### config.mk
export PLATFORM = sky130hd
export DESIGN_NAME = calc_decimal_entry
export DESIGN_NICKNAME = d
export VERILOG_FILES = /design/src/rtl/calc_pkg.sv /design/src/rtl/calc_button_debounce.sv /design/src/rtl/calc_decimal_entry.sv
export SDC_FILE = /design/constraint.sdc
export NUM_CORES = 1
export LEC_CHECK = 0
export ABC_AREA = 1
export BUFFER_PORTS_ARGS = -buffer_cell sky130_fd_sc_hd__buf_4
export CAP_MARGIN = 5
export CORE_ASPECT_RATIO = 0.9
export CORE_UTILIZATION = 40
export DETAILED_ROUTE_END_ITERATION = 8
export SYNTH_ARGS = -nofsm -noshare
export SYNTH_HDL_FRONTEND = slang
export SYNTH_HIERARCHICAL = 1
export SYNTH_SLANG_ARGS = --single-unit
export TNS_END_PERCENT = 10
### constraint.sdc
create_clock -name IN_clk -period 8.5 [get_ports IN_clk]
set_input_delay 0.85 -clock IN_clk [delete_from_list [all_inputs] [get_ports IN_clk]]
set_output_delay 0.85 -clock IN_clk [all_outputs]
set_load 0.02 [all_outputs]
### src/rtl/calc_pkg.sv
// Shared types and constants for the calculator decimal-entry block.
package calc_pkg;

  typedef enum logic [1:0] {
    ST_IDLE,
    ST_APPEND,
    ST_DIVIDE,
    ST_DONE
  } state_e;

  localparam int DIGIT_MAX = 9;
  localparam int BCD_BASE  = 10;

  // Bit positions of the buttons in the debouncer instance array
  localparam int BTN_CLEAR  = 0;
  localparam int BTN_BACK   = 1;
  localparam int BTN_APPEND = 2;
  localparam int BTN_SIGN   = 3;

endpackage

### src/rtl/calc_button_debounce.sv
// Counter debouncer for one raw push button: 2-flop synchroniser, CYCLES-stable
// filter, then a one-cycle pulse on each debounced rising edge.
module calc_button_debounce #(
  parameter int CYCLES = 100000
) (
  input  logic clk_i,
  input  logic rst_i,
  input  logic btn_i,
  output logic event_o
);

  localparam int CW = (CYCLES > 1) ? $clog2(CYCLES + 1) : 1;

  logic [1:0]    sync_q;
  logic          stable_q;
  logic [CW-1:0] cnt_q;
  logic          event_q;

  always_ff @(posedge clk_i) begin
    if (rst_i) begin
      sync_q   <= '0;
      stable_q <= 1'b0;
      cnt_q    <= '0;
      event_q  <= 1'b0;
    end else begin
      sync_q  <= {sync_q[0], btn_i};
      event_q <= 1'b0;
      if (sync_q[1] == stable_q) begin
        cnt_q <= '0;
      end else if (cnt_q == CW'(CYCLES - 1)) begin
        // Input differed from the accepted level for CYCLES consecutive samples
        stable_q <= sync_q[1];
        cnt_q    <= '0;
        event_q  <= sync_q[1];
      end else begin
        cnt_q <= cnt_q + CW'(1);
      end
    end
  end

  assign event_o = event_q;

endmodule

### src/rtl/calc_decimal_entry.sv
// Decimal keystroke entry: debounced append/backspace/clear buttons build a binary operand.
// Optional signed entry is enabled by defining CALC_ENTRY_SIGN_EN.
module calc_decimal_entry
  import calc_pkg::*;
#(
  parameter int WIDTH           = 16,
  parameter int DEBOUNCE_CYCLES = 100000,
  parameter int MAX_DIGITS      = 5
) (
  input  logic             IN_clk,
  input  logic             IN_reset,
  input  logic             IN_enable,
  input  logic [3:0]       IN_digit,
  input  logic             IN_append_button,
  input  logic             IN_backspace_button,
  input  logic             IN_clear_button,
`ifdef CALC_ENTRY_SIGN_EN
  input  logic             IN_sign_button,
`endif
  output logic [WIDTH-1:0] OUT_value,
  output logic [2:0]       OUT_digit_count,
  output logic             OUT_busy,
  output logic             OUT_overflow,
  output logic             OUT_digit_error
);

`ifdef CALC_ENTRY_SIGN_EN
  localparam int NBTN = 4;
  localparam logic [WIDTH+3:0] LIMIT = {{4{1'b0}}, 1'b1, {(WIDTH-1){1'b0}}};
`else
  localparam int NBTN = 3;
  localparam logic [WIDTH+3:0] LIMIT = {4'b0, {WIDTH{1'b1}}};
`endif
  localparam int BW = (WIDTH > 1) ? $clog2(WIDTH) : 1;

  logic [NBTN-1:0] btn_raw;
  logic [NBTN-1:0] btn_ev;

  assign btn_raw[BTN_CLEAR]  = IN_clear_button;
  assign btn_raw[BTN_BACK]   = IN_backspace_button;
  assign btn_raw[BTN_APPEND] = IN_append_button;
`ifdef CALC_ENTRY_SIGN_EN
  assign btn_raw[BTN_SIGN]   = IN_sign_button;
`endif

  calc_button_debounce #(.CYCLES(DEBOUNCE_CYCLES)) u_btn [NBTN-1:0] (
    .clk_i   (IN_clk),
    .rst_i   (IN_reset),
    .btn_i   (btn_raw),
    .event_o (btn_ev)
  );

  state_e           state_q;
  logic [WIDTH-1:0] mag_q;
  logic [2:0]       cnt_q;
  logic             ovf_q;
  logic             derr_q;
  logic             busy_q;
  logic [3:0]       digit_q;
  logic [WIDTH-1:0] div_q;
  logic [3:0]       rem_q;
  logic [BW-1:0]    bit_q;
`ifdef CALC_ENTRY_SIGN_EN
  logic             sign_q;
`endif

  // Events are honoured only from IDLE with the stage enabled; anything else is dropped
  logic go;
  assign go = IN_enable && (state_q == ST_IDLE);

  // value*10 + digit, wide enough that the range check cannot wrap
  logic [WIDTH+3:0] mag_x;
  logic [WIDTH+3:0] cand;
  assign mag_x = {4'b0, mag_q};
  assign cand  = (mag_x << 3) + (mag_x << 1) + {{WIDTH{1'b0}}, digit_q};

  // One restoring-division step by 10: dividend shifts out MSB-first, quotient shifts in
  logic [4:0]       rem_shift;
  logic             rem_ge;
  logic [3:0]       rem_d;
  logic [WIDTH-1:0] div_d;
  assign rem_shift = {rem_q, div_q[WIDTH-1]};
  assign rem_ge    = rem_shift >= 5'(BCD_BASE);
  assign rem_d     = 4'(rem_ge ? (rem_shift - 5'(BCD_BASE)) : rem_shift);
  assign div_d     = {div_q[WIDTH-2:0], rem_ge};

  always_ff @(posedge IN_clk) begin
    if (IN_reset) begin
      state_q <= ST_IDLE;
      mag_q   <= '0;
      cnt_q   <= '0;
      ovf_q   <= 1'b0;
      derr_q  <= 1'b0;
      busy_q  <= 1'b0;
      digit_q <= '0;
      div_q   <= '0;
      rem_q   <= '0;
      bit_q   <= '0;
`ifdef CALC_ENTRY_SIGN_EN
      sign_q  <= 1'b0;
`endif
    end else begin
      derr_q <= 1'b0;
      case (state_q)
        ST_IDLE: begin
          if (go) begin
            if (btn_ev[BTN_CLEAR]) begin
              mag_q <= '0;
              cnt_q <= '0;
              ovf_q <= 1'b0;
`ifdef CALC_ENTRY_SIGN_EN
              sign_q <= 1'b0;
`endif
            end else if (btn_ev[BTN_BACK]) begin
              div_q   <= mag_q;
              rem_q   <= '0;
              bit_q   <= '0;
              busy_q  <= 1'b1;
              state_q <= ST_DIVIDE;
            end else if (btn_ev[BTN_APPEND]) begin
              digit_q <= IN_digit;
              state_q <= ST_APPEND;
            end
`ifdef CALC_ENTRY_SIGN_EN
            else if (btn_ev[BTN_SIGN]) begin
              // A zero magnitude never becomes negative
              if (!(mag_q == '0 && !sign_q)) sign_q <= ~sign_q;
            end
`endif
          end
        end
        ST_APPEND: begin
          state_q <= ST_IDLE;
          if (digit_q > 4'(DIGIT_MAX)) begin
            derr_q <= 1'b1;
          end else if (cand > LIMIT || cnt_q == 3'(MAX_DIGITS)) begin
            ovf_q <= 1'b1;
          end else begin
            mag_q <= cand[WIDTH-1:0];
            if (cand != '0) cnt_q <= cnt_q + 3'd1;
`ifdef CALC_ENTRY_SIGN_EN
            // Largest magnitude is only representable once the sign is negative
            ovf_q <= !sign_q && (cand == LIMIT);
`else
            ovf_q <= 1'b0;
`endif
          end
        end
        ST_DIVIDE: begin
          div_q <= div_d;
          rem_q <= rem_d;
          bit_q <= bit_q + BW'(1);
          if (bit_q == BW'(WIDTH - 1)) begin
            busy_q  <= 1'b0;
            state_q <= ST_DONE;
          end
        end
        ST_DONE: begin
          mag_q   <= div_q;
          cnt_q   <= (cnt_q != 3'd0) ? cnt_q - 3'd1 : 3'd0;
          ovf_q   <= 1'b0;
          state_q <= ST_IDLE;
        end
        default: state_q <= ST_IDLE;
      endcase
    end
  end

`ifdef CALC_ENTRY_SIGN_EN
  assign OUT_value = sign_q ? (~mag_q + WIDTH'(1)) : mag_q;
`else
  assign OUT_value = mag_q;
`endif
  assign OUT_digit_count = cnt_q;
  assign OUT_busy        = busy_q;
  assign OUT_overflow    = ovf_q;
  assign OUT_digit_error = derr_q;

endmodule

; ---- After elaboration in Yosys (flattened, before gate mapping)
; Cells that the tools add are included.
[word_totals]
inputBits = 10
elab_cells = 127
ff_bits = 115
output_inout_bits = 22
[op_classes]
n_addsub = 9
mux = 39
n_bitwise = 9
n_lt_le_gt_ge = 3
n_reduce_logical = 25
eq_ne = 20
[ops]
columns = cell, count
row1 = $mux 16, 7
row2 = $add 17x1->17 const B, 3
row3 = $eq 17x17->1 const B, 3
row4 = $pmux 16 s3, 1
row5 = $pmux 16 s2, 1
row6 = $add 19x17->20, 1
row7 = $add 20x4->20, 1
row8 = $gt 20x16->1 const B, 1
row9 = $reduce_bool 20->1, 1
row10 = $mux 3, 6
row11 = $reduce_or 3->1, 6
row12 = $mux 4, 4
row13 = $pmux 4 s2, 2
row14 = $reduce_and 5->1, 3
row15 = $ne 2x2->1 const B, 6
row16 = $reduce_and 4->1, 3
row17 = $mux 2, 5
row18 = $mux 1, 9
row19 = $not 1->1, 9
row20 = $pmux 3 s3, 1
row21 = $pmux 2 s3, 1
row22 = $reduce_and 2->1, 3
row23 = $reduce_and 6->1, 1
row24 = $reduce_bool 3->1, 2
row25 = other kinds (20), 25

; ---- Depth between registers and ports, before layout
; Gate-level depths: netlist of the first run.
[depth]
ltp_word = 7
mapped_depth = 20

; ---- Cells and area by module
; The synthesis of the first run kept the hierarchy.
[modules_own_cells]
columns = mod, cells_per_inst, instances, seq_area_each_um2, area_per_inst_um2
row1 = calc_decimal_entry, 600, 1, 1041.0, 3902.5
row2 = calc_button_debounce, 146, 3, 420.4, 1037.2

; ---- Worst setup path before layout of the first run
; OpenSTA, ideal clock, no wires.
[synth_timing]
kind = flip-flop to flip-flop
from = register mag_q[0] (netlist: OUT_value[0])
to = register cnt_q[1] (netlist: OUT_digit_count[1])
t_required_ps = 8387
n_path_buf = 1
stages_incl_launch_ff = 20
arrival_ps = 2816
setup_time_ps = 113
slack_ps = 5571
cell_sequence = dfxtp_1 > inv_1 > fa_1 > inv_1 > fa_1 > nand2_1 > nand2_2 > nand3_1 > nand2_2 > nand2_2 > nand2_1 > nand2_1 > nand2_2 > nor2_4 > nand3_4 > a21oi_4 > buf_6 > nand3_1 > nand2_1 > nor2_1
[synth_via]
elab_chain_len = 6
word_cells_on_any_way = 8
cone_classes = add/sub: 2 / order compare: 1 / eq/ne: 2 / reduce/logical: 3
[synth_rtl]
columns = element, line
row1 = "start, declared", calc_decimal_entry.sv:54  ; logic [WIDTH-1:0] mag_q;
row2 = "start signal, assigned", calc_decimal_entry.sv:139  ; mag_q <= cand[WIDTH-1:0];
row3 = "start signal, assigned", calc_decimal_entry.sv:159  ; mag_q <= div_q;
row4 = $add 19x17->20 *, calc_decimal_entry.sv:75  ; assign cand = (mag_x << 3) + (mag_x << 1) + {{WIDTH{1'b0}}, digit_q};
row5 = $add 20x4->20 *, calc_decimal_entry.sv:75
row6 = $gt 20x16->1, calc_decimal_entry.sv:136  ; end else if (cand > LIMIT || cnt_q == 3'(MAX_DIGITS)) begin
row7 = $logic_or 1x1->1, calc_decimal_entry.sv:136
row8 = $ne 2x2->1 (no source line), -
row9 = $reduce_and 6->1 (no source line) *, -
row10 = "end signal, assigned", calc_decimal_entry.sv:140  ; if (cand != '0) cnt_q <= cnt_q + 3'd1;
row11 = "end signal, assigned", calc_decimal_entry.sv:160  ; cnt_q <= (cnt_q != 3'd0) ? cnt_q - 3'd1 : 3'd0;
row12 = "end, declared", calc_decimal_entry.sv:55  ; logic [2:0] cnt_q;
; Mark *: on every way between the ends. The rest lies on a longest branch, timed or not.
; A chain may end at the register's enable or synchronous reset.

; ---- Worst setup path in the final report of the first run
; Same ends and word-level chain as after synthesis.

==> flow_summary.json, run 1 <==
{
  "synthDistinctLibCells": 44,
  "drv_cap": 0,
  "fill_cells": 1781,
  "end_kind": "register",
  "syn_area_per_cell_um2": 6.76,
  "antenna_cells": 0,
  "cp.required_ns": 8.79,
  "clock_skew_ns": 0.00664,
  "cts_tree": "yes",
  "synth.largest_area_cell": "dfxtp_1",
  "tightest_slew_ns": 0.983,
  "yosysSeqAreaShare": 0.328,
  "dr.pass1.iters": 5,
  "place.gp.congestion": 0.839,
  "clockBufferDepth": 2,
  "antenna_found_initial": 0,
  "swShare": 0.202,
  "cts.clk_slew.worst_paths_ns": 0.05,
  "root_buffer": "clkbuf_16",
  "pwr-share-comb": 0.014,
  "die_area_mm2": 0.0181,
  "min_path_type": "register to register",
  "synth_cells": 1038,
  "cts_hold_buf": 0,
  "grtUsageTotal": 0.192,
  "p_leak_nw": 3.20,
  "cellPowerDensity_mw_per_mm2": 152,
  "drtIter0Drc": 364,
  "setup_violations": 0,
  "stdcell_area_mm2": 0.00798,
  "areaGrowthSynthToFinish_pct": 13.7,
  "outcome": "finished, final reports clean",
  "insertion_delay_ns": 0.40,
  "post_cts_resized": 0,
  "start_util": 0.413,
  "io_buffers": 31,
  "period_share": 0.383,
  "drt-total-wl_mm": 16.2,
  "hpwlAfterDp_mm": 12.0,
  "placed_cell_area_mm2": 0.00743,
  "num_rows": 45,
  "vias": 6431,
  "postRouteAntennaNets": 0,
  "dieHeight_um": 128,
  "cp_max_fo": 20,
  "synth_seq_cells": 115,
  "syn_area_mm2": 0.00701,
  "wl_per_cell_um": 12.3,
  "synthFlopType": "dfxtp_1",
  "max_freq_mhz": 307,
  "max_slew_margin": 0.344,
  "fin_crit_ns": 3.26,
  "fp.coreArea_mm2": 0.0170,
  "drv_slew": 0,
  "cts_setup_buffers": 0,
  "hold_viol": 0,
  "drc": 0,
  "grt_pass1_vias": 5858,
  "crit_type": "register to register",
  "p_int_uw": 965,
  "arrival_ns": 3.55,
  "p_switching_uw": 245,
  "cts_htree_levels": 4,
  "synth_async_sr_flop_share": 0,
  "rsz0062_at_grt": "no",
  "grt_overflow": 0,
  "p_clk_frac": 0.537,
  "synth_nets": 1091,
  "drive_gt1_frac": 0.120,
  "ir_worst_vdd_uv": 136,
  "synth_edf_count": 0,
  "nets": 1124,
  "p_seq_frac": 0.449,
  "io_pins": 32,
  "vias_per_cell": 4.88,
  "cts_buffers": 17,
  "clkSinkCount": 115,
  "grt_pass1_wl_mm": 27.8,
  "tns_ns": 0,
  "yosys_warnings": 6,
  "synth.top_cell.area_share": 0.328,
  "die_width_um": 142,
  "critPathLaunchType": "register",
  "synth_area_leaders": "dfxtp_1 (33%), nand2_1 (14%), nor2_1 (8.9%), ha_1 (7.3%), inv_1 (5.6%)",
  "grt_start_max_net_pins": 34,
  "holdWs_ns": 0.400
}
## registers in the layout (all words and copies together) (netlist names), 2 cells and up
| name | cells |
|---|---|
| digit_q | 4 |
| u_btn/event_o | 3 |
| OUT_digit_count | 3 |
| u_btn/cnt_q | 51 |
| bit_q | 4 |
| rem_q | 4 |
| u_btn/stable_q | 3 |
| u_btn/sync_q | 6 |
| div_q | 16 |
| OUT_value | 16 |
| state_q | 2 |
## power by group through the flow
stage,logic [mW],registers [mW],clock network (mW)
2_1_floorplan,0.0115,0.553,0
4_1_cts,0.0176,0.542,0.668
3_3_place_gp,0.0176,0.554,0
6_report,0.0172,0.543,0.650
3_5_place_dp,0.0176,0.554,0
5_1_grt,0.0198,0.542,0.698
## worst max-delay path, cell delays in order, from the launching register on
cell and delay (ns):
dfxtp_1 0.40, inv_1 0.08, fa_1 0.53, inv_1 0.07, fa_1 0.45, nand2_1 0.10, nand2_2 0.07, nand3b_2 0.09
nand2_2 0.07, nand2_1 0.10, nand2_1 0.07, nand2_1 0.07, nand2_2 0.06, nor2_4 0.13, nand3_4 0.09, a21oi_4 0.49
nand3_1 0.13, nand2_1 0.09, nor2_1 0.05
## metal layers
| metal | track usage | vias to the layer above | share of wire |
|---|---|---|---|
| li1 | - | 3403 | - |
| met1 | 0.267 | 2891 | 0.51 |
| met2 | 0.296 | 127 | 0.44 |
| met3 | 0.0450 | 10 | 0.042 |
| met4 | 0.0506 | 0 | 0.0076 |
| met5 | 0 | - | 0 |
## final cells by class
cell class | count | area, um^2 | share of cell area
multi-input cells | 784 | 4140 | 0.519
well taps | 235 | 294 | 0.0369
repair buffers | 31 | 233 | 0.0292
clock buffers | 28 | 527 | 0.0660
flip-flops and latches | 115 | 2300 | 0.289
clock inverters | 4 | 20.0 | 0.00251
inverters | 122 | 458 | 0.0574
## cell usage in the layout (no fill, tap or decap), types with 5 or more instances in the layout
master	netlist	final
a21oi_1	44	44
a21oi_2	6	6
a31oi_1	16	16
buf_4	0	31
clkbuf_1	8	5
clkbuf_16	0	17
clkbuf_8	0	6
clkinv_1	5	5
dfxtp_1	115	115
ha_1	41	41
inv_1	104	104
inv_2	13	13
nand2_1	269	269
nand2_2	18	18
nand3_1	63	63
nand3_2	9	9
nand3b_1	5	5
nand4_1	12	12
nor2_1	166	166
nor2_4	9	9
nor3_1	8	8
o21ai_0	45	45
o21ai_2	6	6
or2_0	6	6
xnor2_1	8	8
xor2_1	18	18
## Yosys cell counts (13+ instances only)
cell / n
nand2_2: 18
nand3_1: 63
ha_1: 41
a21oi_1: 44
dfxtp_1: 115
xor2_1: 18
a31oi_1: 16
nand2_1: 269
inv_1: 104
o21ai_0: 45
inv_2: 13
nor2_1: 166
## final timing paths
kind / slack, ns / startpoint / depth (start not counted) / to
hold reg to reg: 0.40 / u_btn[2]/sync_q[0] / 2 / u_btn[2]/sync_q[1]
setup reg to reg: 5.24 / OUT_value[0] / 18 / OUT_digit_count[1]
setup / recovery: 5.24 / OUT_value[0] / 18 / OUT_digit_count[1]
hold / removal: 0.40 / u_btn[2]/sync_q[0] / 2 / u_btn[2]/sync_q[1]
## metrics by stage
step	total power [mW]	setup WS [ns]	std cells	util
5_1_grt	1.26	4.94	1319	0.469
4_1_cts	1.23	5.24	1319	0.469
3_3_place_gp	0.571	5.29	1287	0.437
2_1_floorplan	0.565	5.57	1038	-
6_report	1.21	5.24	1319	0.469
3_5_place_dp	0.571	5.23	1287	0.437
## kinds of logic after synthesis
family	synth area share
fa+ha+maj	0.0788
flops	0.328
buf+inv	0.0812
simple gates	0.366
compound gates	0.113
xor+xnor	0.0325
Power figures use the tool's default switching activity.
==> inputs of run 2 (changes only) <==
- clock period: 8.5 -> 3.2 ns (I/O delays scaled with it)
==> flow_summary.json, run 2 (synthesis results as in run 1) <==
{
  "crit_chain": "inv_1 > fa_1 > inv_1 > fa_2 > nand2_1 > nand2_2 > nand3b_2 > nand2_2 > nand2_1 > nand2_1 > nand2_1 > nand2_2 > nor2_4 > nand3_4 > a21oi_4 > buf_4 > nor2_1 > nor2_1",
  "crit_family": "simple AND/OR/NAND/NOR gates",
  "io_pins": 32,
  "root_buffer": "clkbuf_16",
  "cts_tree": "yes",
  "tns_ns": 0,
  "drv_cap": 0,
  "rsz0062_at_grt": "no",
  "dr.pass1.iters": 5,
  "final_common_cell": "nand2_1",
  "p_leak_nw": 3.31,
  "drc": 0,
  "crit_slowest_cell": "fa_1",
  "holdPathStages": 3,
  "cpPeakStageDelay_ns": 0.54,
  "cp.required_ns": 3.54,
  "fp.coreArea_mm2": 0.0170,
  "hold_viol": 0,
  "num_rows": 45,
  "max_freq_mhz": 342,
  "grt_pass1_wl_mm": 28.2,
  "hold_end": "u_btn[1]/sync_q[0]",
  "fin_crit_ns": 2.93,
  "grtUsageTotal": 0.195,
  "start_util": 0.413,
  "nets": 1131,
  "place.gp.congestion": 0.863,
  "dieHeight_um": 128,
  "drv_slew": 0,
  "min_from": "IN_backspace_button",
  "clkSinkCount": 115,
  "antenna_found_initial": 0,
  "vias": 6499,
  "cts_htree_levels": 4,
  "outcome": "finished, final reports clean",
  "cp_max_fo": 6,
  "postRouteAntennaNets": 0,
  "cts_buffers": 17,
  "hpwlAfterDp_mm": 12.2,
  "tightest_slew_ns": 1.05,
  "die_width_um": 142,
  "top_register": "u_btn/cnt_q",
  "critPathLaunchType": "register",
  "grt_pass1_vias": 6054,
  "cellPowerDensity_mw_per_mm2": 447,
  "wl_per_cell_um": 12.5,
  "fin_ws_ns": 0.273,
  "period_share": 0.915,
  "drt-total-wl_mm": 16.5,
  "drtIter0Drc": 388,
  "clockBufferDepth": 2,
  "insertion_delay_ns": 0.41,
  "final_cell_mix": "nand2_1 (269), nor2_1 (166), dfxtp_1 (115)",
  "cts_hold_buf": 0,
  "crit_type": "register to register",
  "worstReg2RegStart": "OUT_value[0]",
  "crit_top_cell": "nand2_1",
  "cts.clk_slew.worst_paths_ns": 0.05,
  "max_slew_margin": 0.298,
  "cp_num_buf_inv": 3,
  "reg2reg_to": "OUT_value[13]",
  "grt_start_max_net_pins": 34,
  "drive_gt1_frac": 0.131,
  "place_ws_ns": 0.174,
  "vias_per_cell": 4.90,
  "antenna_cells": 0,
  "clock_skew_ns": 0.00760,
  "io_buffers": 31,
  "r2r_slack_ns": 0.27,
  "end_kind": "register",
  "areaGrowthSynthToFinish_pct": 16.8,
  "largest_reg_flops": 51,
  "ir_worst_vdd_uv": 466,
  "arrival_ns": 3.27,
  "setup_violations": 0,
  "grt_overflow": 0,
  "min_path_type": "primary input to register",
  "rr_worst_depth": 18,
  "die_area_mm2": 0.0181
}
-- run 2: cell type report --
type	count	area, um^2
multi-input combinational	784	4150
clock buffer	24	522
sequential	115	2300
tap	235	294
clock inverter	8	168
fill	1788	8810
inverter	122	458
timing repair buffer	38	298
-- run 2: what timing repair did --
action,CTS,global route
endpoints found under the setup margin,0,15
resized for setup,0,2
setup buffers,0,1
-- run 2: where the power goes --
part | internal [mW] | switching (mW) | total [mW]
Sequential | 1.44 | 0.00256 | 1.44
Clock | 1.53 | 0.652 | 2.18
Combinational | 0.0171 | 0.0292 | 0.0463
Total | 2.98 | 0.683 | 3.66
-- run 2: worst reg2reg max path, cell delays in order (launching register included) --
cell and delay, ns:
dfxtp_1 0.33, inv_1 0.06, fa_1 0.54, inv_1 0.08, fa_2 0.40, nand2_1 0.09
nand2_2 0.07, nand3b_2 0.09, nand2_2 0.07, nand2_1 0.10, nand2_1 0.06, nand2_1 0.07
nand2_2 0.06, nor2_4 0.14, nand3_4 0.10, a21oi_4 0.28, buf_4 0.19, nor2_1 0.04
nor2_1 0.10
-- run 2: layer usage --
| metal | wire length (um) | track usage | part of all wire | vias up |
|---|---|---|---|---|
| met5 | 0 | 0 | 0 | - |
| met4 | 114 | 0.0506 | 0.0069 | 0 |
| met3 | 546 | 0.0420 | 0.033 | 7 |
| met2 | 7410 | 0.315 | 0.45 | 106 |
| met1 | 8460 | 0.264 | 0.51 | 2954 |
| li1 | - | - | - | 3432 |
-- run 2: metrics by stage --
stage	cells	total power, mW	instance area [um^2]	hold WS, ns	utilization
after floorplan	1038	1.50	7010	0.388	-
after global placement	1293	1.52	7490	0.392	0.440
after detailed placement	1293	1.52	7490	0.394	0.440
after CTS	1325	3.71	8180	0.104	0.481
after global routing	1326	3.78	8190	0.117	0.482
final	1326	3.66	8190	0.121	0.482
-- run 2: how the worst max path moves through the flow --
stage / startpoint / endpoint / slack [ns] / depth (start not counted)
after floorplan: OUT_value[0] / OUT_digit_count[1] / 0.27 / 19
after global placement: OUT_value[0] / OUT_value[3] / 0.25 / 18
after detailed placement: OUT_value[0] / OUT_value[4] / 0.17 / 18
after CTS: OUT_value[0] / OUT_value[4] / 0.17 / 18
after global routing: OUT_value[0] / OUT_value[12] / 0.05 / 18
final: OUT_value[0] / OUT_value[13] / 0.27 / 18
==> inputs of run 3 (changes only) <==
- CELL_PAD_IN_SITES_DETAIL_PLACEMENT: default -> 1
- CELL_PAD_IN_SITES_GLOBAL_PLACEMENT: default -> 1
- PLACE_DENSITY_LB_ADDON: default -> 0.1
==> flow_summary.json, run 3 (synthesis results as in run 1) <==
{
  "use_met1": 0.317,
  "cts.clk_slew.worst_paths_ns": 0.05,
  "max_freq_mhz": 335,
  "antenna_found_initial": 0,
  "vias": 6691,
  "period_share": 0.932,
  "cts_tree": "yes",
  "grtUsageTotal": 0.232,
  "max_slew_margin": 0.299,
  "grt_pass1_vias": 6694,
  "clkSinkCount": 115,
  "ir_worst_vdd_uv": 358,
  "crit_top_cell": "nand2_2",
  "r2r_slack_ns": 0.22,
  "vias_per_cell": 5.02,
  "end_kind": "register",
  "holdPathStages": 3,
  "rsz0062_at_grt": "yes",
  "cellPowerDensity_mw_per_mm2": 423,
  "crit_slowest_cell": "fa_1",
  "p_leak_nw": 3.30,
  "cp.required_ns": 3.54,
  "insertion_delay_ns": 0.41,
  "postRouteAntennaNets": 0,
  "crit_family": "simple AND/OR/NAND/NOR gates",
  "hold_end": "u_btn[2]/sync_q[0]",
  "drv_slew": 0,
  "grt_start_max_net_pins": 34,
  "grt_busiest_layer": "met2",
  "num_rows": 45,
  "drt-total-wl_mm": 19.9,
  "drc": 0,
  "critPathLaunchType": "register",
  "final_cell_mix": "nand2_1 (269), nor2_1 (166), dfxtp_1 (115)",
  "min_from": "IN_append_button",
  "largest_reg_flops": 51,
  "place.gp.congestion": 0.836,
  "fp.coreArea_mm2": 0.0170,
  "crit_type": "register to register",
  "die_width_um": 142,
  "io_pins": 32,
  "cts_hold_buf": 0,
  "areaGrowthSynthToFinish_pct": 16.6,
  "root_buffer": "clkbuf_16",
  "outcome": "finished, final reports clean",
  "grt_pass1_wl_mm": 33.0,
  "tns_ns": 0,
  "cp_max_fo": 7,
  "setup_violations": 0,
  "dieHeight_um": 128,
  "arrival_ns": 3.32,
  "final_common_cell": "nand2_1",
  "clockBufferDepth": 2,
  "grt_overflow": 0,
  "fin_crit_ns": 2.98,
  "drtIter0Drc": 252,
  "wl_per_cell_um": 14.9,
  "die_area_mm2": 0.0181,
  "worstReg2RegStart": "OUT_value[0]",
  "place_ws_ns": 0.173,
  "crit_chain": "inv_1 > fa_1 > inv_1 > fa_1 > nand2_1 > nand2_2 > nand3_1 > nand2_2 > nand2_2 > nand2_1 > nand2_1 > nand2_2 > nor2_4 > nand3_4 > a21oi_4 > buf_6 > nor2_1 > nor2_1",
  "hold_viol": 0,
  "dr.pass1.iters": 4,
  "final_util": 0.481,
  "cts_buffers": 17,
  "nets": 1138,
  "min_path_type": "primary input to register",
  "grt_util_met2": 0.380,
  "clock_skew_ns": 0.00787,
  "cp_num_buf_inv": 3,
  "io_buffers": 31,
  "fin_ws_ns": 0.217,
  "reg2reg_to": "OUT_value[5]",
  "hpwlAfterDp_mm": 14.8,
  "use_met3": 0.0409,
  "antenna_cells": 0,
  "drv_cap": 0,
  "start_util": 0.413,
  "drive_gt1_frac": 0.136,
  "rr_worst_depth": 18,
  "cts_htree_levels": 4,
  "cpPeakStageDelay_ns": 0.55,
  "top_register": "u_btn/cnt_q",
  "tightest_slew_ns": 1.05
}
-- run 3: how the worst max path moves through the flow --
stage                         endpoint  slack (ns)    startpoint  cells after the start
floorplan           OUT_digit_count[1]        0.27  OUT_value[0]                     19
global placement          OUT_value[4]        0.22  OUT_value[0]                     18
detailed placement        OUT_value[4]        0.17  OUT_value[0]                     18
CTS                       OUT_value[5]        0.15  OUT_value[0]                     18
global route        OUT_digit_count[1]       -0.02  OUT_value[0]                     18
finish                    OUT_value[5]        0.22  OUT_value[0]                     18
-- run 3: final cells by class --
type                    count  area, um^2
clock buffers              20         467
clock inverters            12         154
fillers                  2314        8830
inverters                 122         458
multi-input cells         785        4170
flip-flops and latches    115        2300
well taps                 235         294
repair buffers             44         338
-- run 3: timing repair --
item                       4_1_cts  5_1_grt
gates resized for setup          0        4
setup endpoints to repair        0       14
setup buffers                    0        2
-- run 3: metrics by stage --
step	cells	hold WS [ns]	cell area, um^2	total power [mW]
4_1_cts	1330	0.105	8130	3.51
5_1_grt	1333	0.115	8180	3.58
3_5_place_dp	1298	0.399	7510	1.52
2_1_floorplan	1038	0.388	7010	1.50
6_report	1333	0.117	8180	3.46
3_3_place_gp	1298	0.390	7510	1.52
-- run 3: metal layers --
metal / share of wire / vias up
met5: 0 / -
met4: 0.0034 / 0
met3: 0.031 / 4
met2: 0.46 / 73
met1: 0.51 / 3188
li1: - / 3426
-- run 3: worst reg2reg max path, delay by kind of cell (launching register included) --
| family | cells | cell delay, ns |
|---|---|---|
| simple gates | 12 | 1.02 |
| fa+ha+maj | 2 | 1.01 |
| flops | 1 | 0.32 |
| buf+inv | 3 | 0.30 |
| compound gates | 1 | 0.26 |
-- run 3: report_power, final --
part           internal, mW  total, mW  switching, mW
clock                  1.29       1.98          0.689
sequential             1.44       1.44        0.00290
combinational        0.0171     0.0479         0.0308
total                  2.74       3.46          0.723
